[config.mk]
export PLATFORM = sky130hd
export DESIGN_NAME = key_scan
export DESIGN_NICKNAME = d
export VERILOG_FILES = /design/src/rtl/key_scan.sv
export SDC_FILE = /design/constraint.sdc
export NUM_CORES = 1
export LEC_CHECK = 0
export ABC_AREA = 1
export BUFFER_PORTS_ARGS = -buffer_cell sky130_fd_sc_hd__buf_2
export CAP_MARGIN = 0
export CORE_UTILIZATION = 40
export CTS_CLUSTER_DIAMETER = 50
export DETAILED_ROUTE_END_ITERATION = 7
export GPL_TIMING_DRIVEN = 1
export SLEW_MARGIN = 20
export SYNTH_ARGS = -nofsm -noshare
export SYNTH_HDL_FRONTEND = slang
export SYNTH_SLANG_ARGS = --single-unit
export TNS_END_PERCENT = 30
[constraint.sdc]
create_clock -name sys_clk -period 1.9 [get_ports sys_clk]
set_input_delay 0.285 -clock sys_clk [delete_from_list [all_inputs] [get_ports sys_clk]]
set_output_delay 0.285 -clock sys_clk [all_outputs]
set_load 0.05 [all_outputs]
[src/rtl/key_scan.sv]
// key_scan: debounced active-low push-button front end.
// Each key is synchronised, debounced and turned into a clean level plus
// single-cycle press / release / click (short press) / long-press events.
//
// Ports:
//   sys_clk      system clock, the only clock
//   sys_rst      synchronous active-high reset
//   key_n        raw button pins, active-low, asynchronous
//   key_level    debounced state, 1 = pressed
//   key_press    one-cycle pulse when a press is accepted
//   key_release  one-cycle pulse when a release is accepted
//   key_click    one-cycle pulse with key_release if no long press fired
//   key_long     one-cycle pulse LONG_CYC cycles after key_press
module key_scan #(
  parameter int unsigned NUM_KEYS     = 2,
  parameter int unsigned DEBOUNCE_CYC = 270_000,
  parameter int unsigned LONG_CYC     = 27_000_000
) (
  input  logic                sys_clk,
  input  logic                sys_rst,
  input  logic [NUM_KEYS-1:0] key_n,
  output logic [NUM_KEYS-1:0] key_level,
  output logic [NUM_KEYS-1:0] key_press,
  output logic [NUM_KEYS-1:0] key_release,
  output logic [NUM_KEYS-1:0] key_click,
  output logic [NUM_KEYS-1:0] key_long
);

  localparam int unsigned DW = (DEBOUNCE_CYC > 2) ? $clog2(DEBOUNCE_CYC) : 1;
  localparam int unsigned HW = $clog2(LONG_CYC + 1);

  localparam logic [DW-1:0] DB_LAST   = DW'(DEBOUNCE_CYC - 1);
  localparam logic [HW-1:0] HOLD_LAST = HW'(LONG_CYC - 1);
  localparam logic [HW-1:0] HOLD_MAX  = HW'(LONG_CYC);

  typedef enum logic [1:0] {
    IDLE     = 2'd0,
    DB_PRESS = 2'd1,
    HELD     = 2'd2,
    DB_REL   = 2'd3
  } state_t;

  for (genvar i = 0; i < NUM_KEYS; i++) begin : g_key
    logic          sync1, sync2, k;
    state_t        state, state_nxt;
    logic [DW-1:0] dcnt, dcnt_nxt;
    logic [HW-1:0] hcnt, hcnt_nxt;
    logic          long_flag, long_flag_nxt;
    logic          level_q, press_q, release_q, click_q, long_q;
    logic          level_nxt, press_nxt, release_nxt, click_nxt, long_nxt;

    assign k = ~sync2;

    // Synchroniser, state, counters and registered outputs
    always_ff @(posedge sys_clk) begin
      if (sys_rst) begin
        sync1     <= 1'b1;
        sync2     <= 1'b1;
        state     <= IDLE;
        dcnt      <= '0;
        hcnt      <= '0;
        long_flag <= 1'b0;
        level_q   <= 1'b0;
        press_q   <= 1'b0;
        release_q <= 1'b0;
        click_q   <= 1'b0;
        long_q    <= 1'b0;
      end else begin
        sync1     <= key_n[i];
        sync2     <= sync1;
        state     <= state_nxt;
        dcnt      <= dcnt_nxt;
        hcnt      <= hcnt_nxt;
        long_flag <= long_flag_nxt;
        level_q   <= level_nxt;
        press_q   <= press_nxt;
        release_q <= release_nxt;
        click_q   <= click_nxt;
        long_q    <= long_nxt;
      end
    end

    // Next-state, counter and event logic
    always_comb begin
      state_nxt     = state;
      dcnt_nxt      = dcnt;
      hcnt_nxt      = hcnt;
      long_flag_nxt = long_flag;
      level_nxt     = level_q;
      press_nxt     = 1'b0;
      release_nxt   = 1'b0;
      click_nxt     = 1'b0;
      long_nxt      = 1'b0;

      // Hold timer runs through release bounces; saturates at LONG_CYC
      if (state == HELD || state == DB_REL) begin
        if (hcnt < HOLD_MAX) hcnt_nxt = hcnt + HW'(1);
        if (hcnt == HOLD_LAST) begin
          long_nxt      = 1'b1;
          long_flag_nxt = 1'b1;
        end
      end

      case (state)
        IDLE: begin
          if (k) begin
            state_nxt = DB_PRESS;
            dcnt_nxt  = '0;
          end
        end
        DB_PRESS: begin
          if (!k) begin
            state_nxt = IDLE;
          end else if (dcnt == DB_LAST) begin
            state_nxt     = HELD;
            press_nxt     = 1'b1;
            level_nxt     = 1'b1;
            hcnt_nxt      = '0;
            long_flag_nxt = 1'b0;
          end else begin
            dcnt_nxt = dcnt + DW'(1);
          end
        end
        HELD: begin
          if (!k) begin
            state_nxt = DB_REL;
            dcnt_nxt  = '0;
          end
        end
        DB_REL: begin
          if (k) begin
            state_nxt = HELD;
          end else if (dcnt == DB_LAST) begin
            state_nxt   = IDLE;
            release_nxt = 1'b1;
            // A long event firing on this same edge also suppresses the click
            click_nxt   = ~(long_flag | long_nxt);
            level_nxt   = 1'b0;
          end else begin
            dcnt_nxt = dcnt + DW'(1);
          end
        end
        default: state_nxt = IDLE;
      endcase
    end

    assign key_level[i]   = level_q;
    assign key_press[i]   = press_q;
    assign key_release[i] = release_q;
    assign key_click[i]   = click_q;
    assign key_long[i]    = long_q;
  end

endmodule
==> reports/results.md <==
| Item | Value |
| --- | --- |
| Initial antenna violation count | 0 |
| Sum of routed wire segments on met1 | 6830 um |
| Diode insertion count for antenna repair | 0 |
| Dpl ws | -10.9 ps |
| Timing startpoint of the critical path | g_key[0].hcnt[18]$_SDFF_PP0_ |
| Placer congestion estimate | 0.891 |
| Mean area per synthesized cell | 6.50 sq um |
| Maximum number of pins on one net before global-route repair | 20 |
| Headroom to the max-slew limit | 54.4% |
| Leakage | 2.54 nW |
| Critical Path End Type | register |
| Starting utilization of the core area | 41.2% |
| Residual DRC | 0 |
| Upper clock frequency limit | 565 MHz |
| Setup crit start kind | register |
| Synthesized flop and latch total | 108 |
| Finish-stage setup viols | 0 |
| Area of the core region | 14600 sq um |
| Total count of hold-check failures in the final report | 0 |
| Clock H-tree levels | 3 |
| Mean routed wirelength per cell | 12.2 um |
| CTS tree | done |
| Fin Hold WS | 109 ps |
| Pin slew with the least headroom to its limit | 683 ps |
| Run status | complete, no violations |
| Clock skew | 9.77 ps |
| Clock sink count | 108 |
| Cts bufs inserted | 9 |
| Iter 0 DRT Violations | 366 |
| Share of the clock period used by the worst path after layout | 93.1% |
| Top FF cell, synth | sky130_fd_sc_hd__dfxtp_1 |
| Worst EP required | 2210 ps |
| Register-to-register setup slack | 130 ps |
| Total count of max-transition violations in the final report | 0 |
| Antenna viol nets, final | 0 |
| Part of the Yosys area used for sequential elements | 36.0% |
| Setup repair after global routing missed its margin | true |
| Max-capacitance violation count | 0 |
| Num rows | 44 |
| Worst R2R End | g_key[0].hcnt[5]$_SDFF_PP0_ |
| Drt first pass iters | 6 |
| Vias per inst | 4.98 |
| Latest clock arrival within the worst-skew pair | 360 ps |
| Aggregate routed wire length | 13900 um |
| Overall die area | 15500 sq um |
| Category of the critical setup timing path | reg -> reg |
| Met3 layer wire length in the routed design | 592 um |
| Library cell used as clock root buffer | sky130_fd_sc_hd__clkbuf_16 |
| Worst-case clock buffer depth | 2 |
| Final nets | 961 |
| Total via count in the routed design | 5684 |
| Placed wire-length estimate | 10300 um |
| Netlist Area Pre-Place | 6010 sq um |
| Uppermost routed layer | met4 |
| Setup crit end | g_key[0].hcnt[5]$_SDFF_PP0_ |
| Fraction of final layout cells with drive strength greater than 1 | 11.9% |
| Top fanout value on the critical path | 13 |
| CTS clock-pin slew for the worst setup and hold paths | 70 ps |
| Number of warnings reported in the yosys synthesis log | 0 |
| Remaining Overflow, GRT | 0 |
| Global-route wire length before repair | 24200 um |
| Data arrival time of the critical path | 2080 ps |
| Total routing usage reported by global routing | 18.9% |
| Number of global-route vias before repair | 5188 |
| Port bufs | 13 |
| Total power per unit cell area | 635 nW/um^2 |
| Depth of the worst register-to-register path | 9 |
| Routed met2 length | 6350 um |
| Final worst-path setup slack | 130 ps |
| Relative area change from synthesis to final layout | 10.8% |
| Fraction of synthesis flops using an asynchronous set or reset pin | 0% |
| Number of enable flip-flop cells after synthesis | 0 |
| Width of the die | 125 um |
| Height of the die | 125 um |
| Syn Nets | 933 |
| Mapped Cells | 925 |
| Final TNS setup | 0 ps |
| Count of cell types in the netlist | 42 |
| Shortest clock period the worst path allows after layout | 1770 ps |
| VDD IR-drop max | 532 uV |
| Post-layout utilization of the core | 45.7% |
| I/O pin count | 14 |
| Tightest Hold Check Type | in -> reg |
| RR Startpoint | g_key[0].hcnt[18]$_SDFF_PP0_ |
## cell usage in the layout (no fill, tap or decap), types with 7 or more instances in the layout
| cell | synthesis | routed |
|---|---|---|
| sky130_fd_sc_hd__nand2_1 | 217 | 216 |
| sky130_fd_sc_hd__nand3_1 | 57 | 57 |
| sky130_fd_sc_hd__buf_2 | 5 | 13 |
| sky130_fd_sc_hd__nor3_1 | 34 | 33 |
| sky130_fd_sc_hd__a21oi_1 | 54 | 54 |
| sky130_fd_sc_hd__buf_4 | 14 | 32 |
| sky130_fd_sc_hd__nand4_1 | 40 | 40 |
| sky130_fd_sc_hd__nor2_1 | 155 | 153 |
| sky130_fd_sc_hd__nor2_2 | 7 | 9 |
| sky130_fd_sc_hd__xor2_1 | 7 | 7 |
| sky130_fd_sc_hd__inv_1 | 112 | 111 |
| sky130_fd_sc_hd__dfxtp_1 | 108 | 108 |
| sky130_fd_sc_hd__nand2_2 | 8 | 8 |
| sky130_fd_sc_hd__inv_2 | 8 | 8 |
| sky130_fd_sc_hd__o21ai_1 | 8 | 9 |
| sky130_fd_sc_hd__o21ai_0 | 28 | 27 |
| sky130_fd_sc_hd__clkbuf_16 | 0 | 9 |
## cells in the mapped netlist (4+ instances only)
master	n	area [sq um]
sky130_fd_sc_hd__o21ai_1	8	40.0
sky130_fd_sc_hd__a21oi_1	54	270
sky130_fd_sc_hd__buf_2	5	25.0
sky130_fd_sc_hd__nand2_1	217	815
sky130_fd_sc_hd__nand3_2	5	50.1
sky130_fd_sc_hd__nand3_1	57	285
sky130_fd_sc_hd__nor3b_1	4	30.0
sky130_fd_sc_hd__inv_1	112	420
sky130_fd_sc_hd__buf_6	5	56.3
sky130_fd_sc_hd__clkbuf_1	5	18.8
sky130_fd_sc_hd__xnor2_1	5	43.8
sky130_fd_sc_hd__o21ai_0	28	140
sky130_fd_sc_hd__nand2_2	8	50.1
sky130_fd_sc_hd__or2_2	5	31.3
sky130_fd_sc_hd__nor2_2	7	43.8
sky130_fd_sc_hd__ha_1	4	50.1
sky130_fd_sc_hd__inv_2	8	30.0
sky130_fd_sc_hd__nor2_4	4	45.0
sky130_fd_sc_hd__buf_4	14	105
sky130_fd_sc_hd__nor2_1	155	582
sky130_fd_sc_hd__xor2_1	7	61.3
sky130_fd_sc_hd__nor3_1	34	170
sky130_fd_sc_hd__dfxtp_1	108	2160
sky130_fd_sc_hd__nand4_1	40	250
## state kept, by name (all words and copies together), names as in the netlist, named ones only
name and count:
g_key.release_q 2, g_key.state 2, g_key.long_flag 2, g_key.sync2 2
g_key.click_q 2, g_key.hcnt 50, g_key.sync1 2, g_key.long_q 2
g_key.dcnt 38, g_key.press_q 2, g_key.level_q 2
## per-layer routing
layer  track usage [%]  vias up
met3              4.38       11
li1                  -     3024
met1              25.3     2543
met2              30.7      106
met4              4.32        0
met5                 0        -
## cells by family after synthesis
family | Yosys count | share of synthesized area (%)
DFF | 108 | 36.0
AOI/OAI and AO/OA | 100 | 8.78
buffers and inverters | 150 | 11.0
adders and majority gates | 4 | 0.832
and+or+nand+nor | 551 | 41.7
xor gates and xnor gates | 12 | 1.75
## where the power goes
part | internal [mW] | switching, mW
logic | 0.0373 | 0.0859
clock network | 0.909 | 0.929
registers | 2.27 | 0.00425
total | 3.21 | 1.02
## what timing repair did
item,4_1_cts,5_1_grt
setup buffers,0,2
setup endpoints to repair,8,18
hold buffers,0,0
pin swaps,1,1
gates cloned,1,0
resized for setup,1,8
## critical path: stages (launching register included)
cell and delay (ps):
sky130_fd_sc_hd__dfxtp_1 320, sky130_fd_sc_hd__inv_1 140, sky130_fd_sc_hd__nor2_1 90, sky130_fd_sc_hd__o21ai_1 170, sky130_fd_sc_hd__nand3_2 160, sky130_fd_sc_hd__nor2_2 500, sky130_fd_sc_hd__nand4_1 170, sky130_fd_sc_hd__nand2_1 100
sky130_fd_sc_hd__nand2_1 50, sky130_fd_sc_hd__inv_1 40
## area by class of cell
type	count	area, sq um
clock buffers	9	225
clock inverters	7	61.3
fillers	1516	7920
inverters	121	460
multi-input cells	668	3220
flip-flops and latches	108	2160
well taps	184	230
repair buffers	45	305
## through the flow
step	instances	instance area, sq um	total power, mW
2_1_floorplan	925	6010	2.41
6_report	1142	6670	4.23
3_5_place_dp	1123	6330	2.45
3_3_place_gp	1123	6330	2.45
5_1_grt	1142	6670	4.40
4_1_cts	1140	6630	4.29
## how the worst min path moves through the flow
stage,startpoint,endpoint,slack (ps),cells past startpoint
2_1_floorplan,key_n[0],g_key[0].sync1$_SDFF_PP1_,390,1
6_report,key_n[1],g_key[1].sync1$_SDFF_PP1_,110,2
3_3_place_gp,g_key[1].sync1$_SDFF_PP1_,g_key[1].sync2$_SDFF_PP1_,410,1
4_1_cts,key_n[1],g_key[1].sync1$_SDFF_PP1_,100,2
5_1_grt,key_n[0],g_key[0].sync1$_SDFF_PP1_,100,2
3_5_place_dp,g_key[1].sync1$_SDFF_PP1_,g_key[1].sync2$_SDFF_PP1_,400,1
Power figures use the tool's default switching activity.
